===== config.mk =====
export PLATFORM = sky130hd
export DESIGN_NAME = uart_tx_ctrl
export DESIGN_NICKNAME = d
export VERILOG_FILES = /design/src/rtl/uart_pkg.sv /design/src/rtl/uart_tx_bit_timer.sv /design/src/rtl/uart_tx_ctrl.sv
export SDC_FILE = /design/constraint.sdc
export NUM_CORES = 1
export LEC_CHECK = 0
export CELL_PAD_IN_SITES_DETAIL_PLACEMENT = 1
export CELL_PAD_IN_SITES_GLOBAL_PLACEMENT = 1
export CORE_UTILIZATION = 47
export DETAILED_ROUTE_END_ITERATION = 16
export DONT_BUFFER_PORTS = 1
export PLACE_DENSITY_LB_ADDON = 0.1
export SLEW_MARGIN = 20
export SYNTH_ARGS = -nofsm -noshare
export SYNTH_HDL_FRONTEND = slang
export SYNTH_SLANG_ARGS = --single-unit

===== constraint.sdc =====
create_clock -name CLK -period 3.11 [get_ports CLK]
set_input_delay 0.7775 -clock CLK [delete_from_list [all_inputs] [get_ports CLK]]
set_output_delay 0.7775 -clock CLK [all_outputs]
set_load 0.02 [all_outputs]

===== src/rtl/uart_pkg.sv =====
// -----------------------------------------------------------------------------
// uart_pkg
// Shared definitions for the UART transmit and receive paths: FSM state
// encoding, parity-type and line-level constants, and the default payload
// width.
// -----------------------------------------------------------------------------
package uart_pkg;

    localparam int DEFAULT_DATA_WIDTH = 8;

    // PAR_TYP encodings
    localparam logic PAR_EVEN = 1'b0;
    localparam logic PAR_ODD  = 1'b1;

    // Serial line levels for the framing bits
    localparam logic START_BIT = 1'b0;
    localparam logic STOP_BIT  = 1'b1;

    typedef enum logic [2:0] {
        ST_IDLE   = 3'd0,
        ST_START  = 3'd1,
        ST_DATA   = 3'd2,
        ST_PARITY = 3'd3,
        ST_STOP   = 3'd4
    } uart_state_e;

endpackage


===== src/rtl/uart_tx_bit_timer.sv =====
// -----------------------------------------------------------------------------
// uart_tx_bit_timer
// Counts CLK cycles within one serial bit. The counter runs 0..P-1 while the
// transmitter is active and flags the last cycle of each bit.
//
// Ports:
//   clk_i       rising-edge clock
//   rst_i       synchronous active-high reset
//   clear_i     restart the count at 0 (driven when a request is accepted)
//   active_i    a frame is in progress; the counter only runs when high
//   presc_i     cycles per bit, must be >= 1
//   bit_done_o  high in the last cycle of the current bit
// -----------------------------------------------------------------------------
module uart_tx_bit_timer #(
    parameter int PRESCALE_WIDTH = 6
) (
    input  logic                      clk_i,
    input  logic                      rst_i,
    input  logic                      clear_i,
    input  logic                      active_i,
    input  logic [PRESCALE_WIDTH-1:0] presc_i,
    output logic                      bit_done_o
);

    localparam logic [PRESCALE_WIDTH-1:0] ONE = PRESCALE_WIDTH'(1);

    logic [PRESCALE_WIDTH-1:0] cnt_q;
    logic [PRESCALE_WIDTH-1:0] cnt_d;
    logic                      last_cycle;

    assign last_cycle = (cnt_q == (presc_i - ONE));
    assign bit_done_o = active_i && last_cycle;

    always_comb begin
        cnt_d = cnt_q;
        if (clear_i) begin
            cnt_d = '0;
        end else if (active_i) begin
            cnt_d = last_cycle ? '0 : (cnt_q + ONE);
        end
    end

    always_ff @(posedge clk_i) begin
        if (rst_i) begin
            cnt_q <= '0;
        end else begin
            cnt_q <= cnt_d;
        end
    end

endmodule


===== src/rtl/uart_tx_ctrl.sv =====
// -----------------------------------------------------------------------------
// uart_tx_ctrl
// UART transmit engine. Accepts a parallel word via Data_Valid/DV_ACK and sends
// it LSB-first as: start bit, DATA_WIDTH data bits, optional parity, one stop
// bit. Each bit lasts P = max(Prescale, 1) cycles of CLK.
//
// Handshake: Data_Valid is a level request and DV_ACK is the accept strobe.
// A request is taken in any cycle where Data_Valid=1 and the engine is either
// IDLE or in the final cycle of a stop bit; DV_ACK is high in exactly that
// cycle and the word, parity settings and prescale are captured on that edge.
// Data_Valid in any other cycle is ignored; the requester must hold it until
// DV_ACK if it wants the word sent.
//
// Ports:
//   CLK          rising-edge clock
//   RST          synchronous active-high reset
//   P_DATA       word to send
//   Data_Valid   send request
//   PAR_EN       1 = insert a parity bit
//   PAR_TYP      0 = even, 1 = odd parity
//   Prescale     CLK cycles per bit (0 and 1 both mean 1)
//   DV_ACK       accept strobe
//   TX_OUT       registered serial line, idles high
//   Busy         frame in progress
//   dbg_state_o  current FSM state
// -----------------------------------------------------------------------------
module uart_tx_ctrl
    import uart_pkg::*;
#(
    parameter int DATA_WIDTH     = DEFAULT_DATA_WIDTH,
    parameter int PRESCALE_WIDTH = 6
) (
    input  logic                      CLK,
    input  logic                      RST,
    input  logic [DATA_WIDTH-1:0]     P_DATA,
    input  logic                      Data_Valid,
    input  logic                      PAR_EN,
    input  logic                      PAR_TYP,
    input  logic [PRESCALE_WIDTH-1:0] Prescale,
    output logic                      DV_ACK,
    output logic                      TX_OUT,
    output logic                      Busy,
    output logic [2:0]                dbg_state_o
);

    localparam int BIT_CNT_W = (DATA_WIDTH > 1) ? $clog2(DATA_WIDTH) : 1;
    localparam logic [BIT_CNT_W-1:0]      LAST_BIT = BIT_CNT_W'(DATA_WIDTH - 1);
    localparam logic [BIT_CNT_W-1:0]      BIT_ONE  = BIT_CNT_W'(1);
    localparam logic [PRESCALE_WIDTH-1:0] PRESC_ONE = PRESCALE_WIDTH'(1);

    uart_state_e state_q, state_d;

    logic [DATA_WIDTH-1:0]     shift_q, shift_d;
    logic [BIT_CNT_W-1:0]      bit_cnt_q, bit_cnt_d;
    logic                      parity_q, parity_d;
    logic                      par_en_q, par_en_d;
    logic [PRESCALE_WIDTH-1:0] presc_q, presc_d;
    logic                      tx_q, tx_d;

    logic bit_done;
    logic accept;
    logic active;

    assign active = (state_q != ST_IDLE);

    // Back-to-back acceptance happens in the last stop cycle so the next start
    // bit follows with no idle gap.
    assign accept = Data_Valid && !RST &&
                    ((state_q == ST_IDLE) || ((state_q == ST_STOP) && bit_done));

    uart_tx_bit_timer #(
        .PRESCALE_WIDTH (PRESCALE_WIDTH)
    ) u_bit_timer (
        .clk_i      (CLK),
        .rst_i      (RST),
        .clear_i    (accept),
        .active_i   (active),
        .presc_i    (presc_q),
        .bit_done_o (bit_done)
    );

    // ---------------- FSM: state register ----------------
    always_ff @(posedge CLK) begin
        if (RST) begin
            state_q <= ST_IDLE;
        end else begin
            state_q <= state_d;
        end
    end

    // ---------------- FSM: next state ----------------
    always_comb begin
        state_d = state_q;
        unique case (state_q)
            ST_IDLE: begin
                if (accept) state_d = ST_START;
            end
            ST_START: begin
                if (bit_done) state_d = ST_DATA;
            end
            ST_DATA: begin
                if (bit_done && (bit_cnt_q == LAST_BIT)) begin
                    state_d = par_en_q ? ST_PARITY : ST_STOP;
                end
            end
            ST_PARITY: begin
                if (bit_done) state_d = ST_STOP;
            end
            ST_STOP: begin
                if (bit_done) state_d = accept ? ST_START : ST_IDLE;
            end
            default: state_d = ST_IDLE;
        endcase
    end

    // ---------------- Datapath next values ----------------
    always_comb begin
        shift_d   = shift_q;
        bit_cnt_d = bit_cnt_q;
        parity_d  = parity_q;
        par_en_d  = par_en_q;
        presc_d   = presc_q;
        if (accept) begin
            shift_d   = P_DATA;
            bit_cnt_d = '0;
            parity_d  = (^P_DATA) ^ (PAR_TYP == PAR_ODD);
            par_en_d  = PAR_EN;
            presc_d   = (Prescale <= PRESC_ONE) ? PRESC_ONE : Prescale;
        end else if ((state_q == ST_DATA) && bit_done) begin
            // LSB of shift_q is always the data bit on the line
            shift_d   = shift_q >> 1;
            bit_cnt_d = bit_cnt_q + BIT_ONE;
        end
    end

    // ---------------- FSM: outputs ----------------
    // TX_OUT is registered: the line value for the next cycle is chosen from
    // the next state so the output never depends combinationally on inputs.
    always_comb begin
        DV_ACK = accept;
        Busy   = active;
        tx_d   = STOP_BIT;
        unique case (state_d)
            ST_IDLE:   tx_d = STOP_BIT;
            ST_START:  tx_d = START_BIT;
            ST_DATA:   tx_d = shift_d[0];
            ST_PARITY: tx_d = parity_q;
            ST_STOP:   tx_d = STOP_BIT;
            default:   tx_d = STOP_BIT;
        endcase
    end

    always_ff @(posedge CLK) begin
        if (RST) begin
            shift_q   <= '0;
            bit_cnt_q <= '0;
            parity_q  <= 1'b0;
            par_en_q  <= 1'b0;
            presc_q   <= PRESC_ONE;
            tx_q      <= STOP_BIT;
        end else begin
            shift_q   <= shift_d;
            bit_cnt_q <= bit_cnt_d;
            parity_q  <= parity_d;
            par_en_q  <= par_en_d;
            presc_q   <= presc_d;
            tx_q      <= tx_d;
        end
    end

    assign TX_OUT      = tx_q;
    assign dbg_state_o = state_q;

endmodule


==> impl_metrics.xml <==
<?xml version="1.0" encoding="UTF-8"?>
<metrics>
  <group name="cts">
    <metric name="root_buffer" unit="">clkbuf_4</metric>
    <metric name="tritoncts" unit="">yes</metric>
    <metric name="post_cts_hold_buffer_count" unit="">0</metric>
    <metric name="cts-root-to-sink-buffers" unit="">2</metric>
    <metric name="clk_pin_slew" unit="ns">0.09</metric>
    <metric name="numCtsBuffers" unit="">5</metric>
    <metric name="clock_insertion_delay_worst_skew" unit="ns">0.32</metric>
    <metric name="numClockSinks" unit="">29</metric>
    <metric name="htreeDepth" unit="">2</metric>
  </group>
  <group name="worst_setup_path">
    <metric name="worstRegToRegCells" unit="">11</metric>
    <metric name="end_kind" unit="">output pin</metric>
    <metric name="critical_path.reg2reg.startpoint" unit="">presc_q[0]$_SDFFE_PP1N_</metric>
    <metric name="r2r_setup_slack" unit="ns">0.67</metric>
    <metric name="crit-reg2reg-capture" unit="">presc_q[0]$_SDFFE_PP1N_</metric>
    <metric name="setup.worst_path.start_class" unit="">register</metric>
    <metric name="cp_data_arrival_time" unit="ns">2.21</metric>
    <metric name="path_class" unit="">reg2out</metric>
    <metric name="cp_data_required_time" unit="ns">2.33</metric>
    <metric name="worst_path_fanout_max" unit="">6</metric>
  </group>
  <group name="layout">
    <metric name="utilization" unit="%">51.6</metric>
    <metric name="flow.area_growth_from_synthesis" unit="%">5.11</metric>
    <metric name="num-fill-cells" unit="">399</metric>
    <metric name="layout_cell_share_with_drive_strength_beyond_1" unit="%">20.8</metric>
    <metric name="most-common-layout-cells" unit="">dfxtp_1, nor2_1, nand2_1, xnor2_1</metric>
    <metric name="nets" unit="">205</metric>
    <metric name="layout.cells.most_common" unit="">dfxtp_1</metric>
    <metric name="antenna_cells_inserted" unit="">0</metric>
  </group>
  <group name="timing">
    <metric name="finalCritPeriodShare" unit="%">96.2</metric>
    <metric name="rsz_0062_raised_after_global_routing" unit="">no</metric>
    <metric name="finClkSkew" unit="ns">0.00421</metric>
    <metric name="final_hold_viol_count" unit="">0</metric>
    <metric name="timing.max_slew.rel_slack" unit="%">66.9</metric>
    <metric name="period_needed" unit="ns">2.99</metric>
    <metric name="tightestPinTransition" unit="ns">0.496</metric>
    <metric name="timing_max_transition_violations_final" unit="">0</metric>
    <metric name="timing.setup.tns" unit="ns">0</metric>
    <metric name="finalSetupViolCount" unit="">0</metric>
    <metric name="max_freq" unit="MHz">334</metric>
  </group>
  <group name="floorplan">
    <metric name="die_h" unit="um">61.1</metric>
    <metric name="initial_utilization" unit="%">49.1</metric>
    <metric name="count_of_boundary_i_o_pins" unit="">25</metric>
    <metric name="floorplan.rows" unit="">21</metric>
    <metric name="floorplan.core_area" unit="sq um">3340</metric>
    <metric name="design.die.area" unit="sq um">3730</metric>
    <metric name="fp.dieW" unit="um">61.1</metric>
  </group>
  <group name="placed_design">
    <metric name="gp_routability_congestion" unit="">0.867</metric>
    <metric name="hpwlAfterDp" unit="um">2590</metric>
    <metric name="buffer_ports.inserted" unit="">0</metric>
  </group>
  <group name="global_routing">
    <metric name="gr-total-overflow" unit="">0</metric>
    <metric name="grt_antenna_before_repair" unit="">0</metric>
    <metric name="first_global_vias" unit="">1206</metric>
    <metric name="grt_util_all_layers" unit="%">20.9</metric>
    <metric name="grt_max_degree" unit="">25</metric>
    <metric name="grt_pass1_wl" unit="um">5630</metric>
  </group>
  <group name="route">
    <metric name="drt-pass1-iter-count" unit="">4</metric>
    <metric name="count_of_antenna_violating_nets_left_after_detailed_routing" unit="">0</metric>
    <metric name="detail_route.drc_violations" unit="">0</metric>
    <metric name="drt-wirelength-per-cell" unit="um">15.3</metric>
    <metric name="drt-total-wl" unit="um">3500</metric>
    <metric name="num_vias" unit="">1237</metric>
    <metric name="detailedRoute.firstIterationViolations" unit="">38</metric>
    <metric name="drt-vias-per-instance" unit="">5.40</metric>
  </group>
  <group name="synthesis">
    <metric name="netlist_instances" unit="">178</metric>
    <metric name="yosys_register_bits" unit="">29</metric>
    <metric name="synthesis.area" unit="sq um">1640</metric>
    <metric name="synth_warnings" unit="">0</metric>
    <metric name="yosysUniqueCellTypes" unit="">45</metric>
    <metric name="synth_net_count" unit="">201</metric>
    <metric name="synth-seq-area-share" unit="%">35.4</metric>
    <metric name="mean_instance_size_in_the_synthesized_netlist" unit="sq um">9.21</metric>
  </group>
  <group name="power_and_ir_drop">
    <metric name="combinationalPowerShare" unit="%">28.0</metric>
    <metric name="power.density_cell_area" unit="nW/um^2">533</metric>
    <metric name="vdd_drop_max" unit="uV">245</metric>
    <metric name="power_frac_clock" unit="%">23.5</metric>
    <metric name="power_switching" unit="uW">319</metric>
    <metric name="static-leakage-power" unit="uW">0.000683</metric>
    <metric name="p_sw_share" unit="%">34.7</metric>
    <metric name="seqPwrFrac" unit="%">48.5</metric>
    <metric name="internal_power" unit="uW">600</metric>
  </group>
  <group name="outcome">
    <metric name="status" unit="">finished clean</metric>
  </group>
  <group name="hold_path">
    <metric name="worstHoldPathType" unit="">reg2reg</metric>
    <metric name="worstHoldPathCells" unit="">2</metric>
    <metric name="worst_hold_path.endpoint" unit="">parity_q$_SDFFE_PP0N_</metric>
    <metric name="hold_start" unit="">parity_q$_SDFFE_PP0N_</metric>
  </group>
  <group name="run">
    <metric name="cap_viol_max_count" unit="">0</metric>
  </group>
</metrics>
cell type report:
type                    count  area (sq um)  share of cell area [%]
repair buffers              4          30.0                    1.74
flip-flops and latches     29           586                    34.0
multi-input cells         136           971                    56.4
well taps                  46          57.6                    3.34
clock inverters             2          10.0                   0.581
inverters                   6          27.5                    1.60
clock buffers               6          41.3                    2.40
what timing repair did:
| action | in CTS | in global routing |
|---|---|---|
| pin swaps | 1 | 1 |
| setup buffers | 1 | 0 |
| hold endpoints to repair | 0 | 0 |
| gates resized for setup | 5 | 2 |
| setup endpoints to repair | 1 | 1 |
power by group through the flow:
stage          Sequential (uW)  Combinational, uW  Clock (uW)
3_5_place_dp               453                244           0
4_1_cts                    445                260         224
5_1_grt                    451                286         240
3_3_place_gp               452                236           0
2_1_floorplan              440                229           0
6_report                   446                257         216
flip-flops by register name (all words and copies together) (netlist names):
name / flops
shift_q: 8
presc_q: 6
u_bit_timer.cnt_q: 6
bit_cnt_q: 3
dbg_state_o: 3
TX_OUT: 1
par_en_q: 1
parity_q: 1
cells by family (layout without fill, tap and decap cells):
| family | after synthesis | in the layout | synth area share [%] |
|---|---|---|---|
| simple gates | 73 | 73 | 23.0 |
| compound gates | 29 | 29 | 15.0 |
| flops | 29 | 29 | 35.4 |
| xor+xnor | 20 | 20 | 10.7 |
| buf+inv | 13 | 18 | 6.64 |
| mux | 10 | 10 | 6.18 |
| fa+ha+maj | 4 | 4 | 3.05 |
through the flow:
stage	instances	setup slack, ns	hold slack, ns	cell area [sq um]	total power [uW]
2_1_floorplan	178	0.251	0.431	1640	669
3_3_place_gp	220	0.322	0.440	1640	688
3_5_place_dp	220	0.205	0.441	1640	698
4_1_cts	229	0.0223	0.456	1720	929
5_1_grt	229	0.000302	0.471	1720	976
6_report	229	0.118	0.455	1720	919
cells in the mapped netlist (all sizes together):
library cell / instances / area share [%]
nand3: 2 / 0.61
o2111ai: 1 / 0.53
nor3: 6 / 1.8
buf: 3 / 2.4
a31oi: 4 / 1.9
nor4: 3 / 2.4
nand3b: 1 / 0.46
ha: 4 / 3.1
or3: 1 / 0.38
and3b: 1 / 0.53
xnor2: 11 / 5.9
a211oi: 7 / 5.0
clkdlybuf4s50: 1 / 0.69
nor2b: 4 / 1.5
nor3b: 2 / 0.92
nand4b: 1 / 0.53
a2bb2oi: 1 / 0.53
a211o: 1 / 1.1
nand4: 2 / 0.76
dfxtp: 29 / 35
and3: 2 / 0.84
inv: 6 / 1.7
or2: 1 / 0.38
mux2i: 9 / 5.5
clkbuf: 3 / 1.9
o211ai: 3 / 1.4
mux2: 1 / 0.69
or4: 1 / 0.46
a21oi: 9 / 3.7
nand2: 24 / 6.3
xor2: 9 / 4.8
o21ai: 3 / 0.92
nor2: 22 / 5.0
critical path, stage by stage, from the launching register on:
cell     delay (ns)
dfxtp_4        0.38
inv_1          0.06
ha_2           0.20
nor2b_1        0.13
or3_4          0.38
a31oi_4        0.18
nand2_4        0.10
a211o_4        0.37
inv_6          0.09
metal layers:
metal | global-route usage (%) | routed length [um] | share of wire (%)
met3 | 5.46 | 137 | 3.9
met5 | 0 | 0 | 0
met1 | 28.4 | 1680 | 48
met4 | 7.79 | 34 | 0.97
met2 | 31.8 | 1640 | 47
worst max path at each step:
stage	startpoint	endpoint	slack, ns	cells past startpoint
2_1_floorplan	presc_q[0]$_SDFFE_PP1N_	DV_ACK	0.25	9
3_3_place_gp	presc_q[0]$_SDFFE_PP1N_	DV_ACK	0.32	8
3_5_place_dp	presc_q[0]$_SDFFE_PP1N_	DV_ACK	0.20	8
4_1_cts	presc_q[0]$_SDFFE_PP1N_	DV_ACK	0.02	8
5_1_grt	presc_q[0]$_SDFFE_PP1N_	DV_ACK	0.0003	8
6_report	presc_q[0]$_SDFFE_PP1N_	DV_ACK	0.12	8
(Power assumes the default switching activity.)
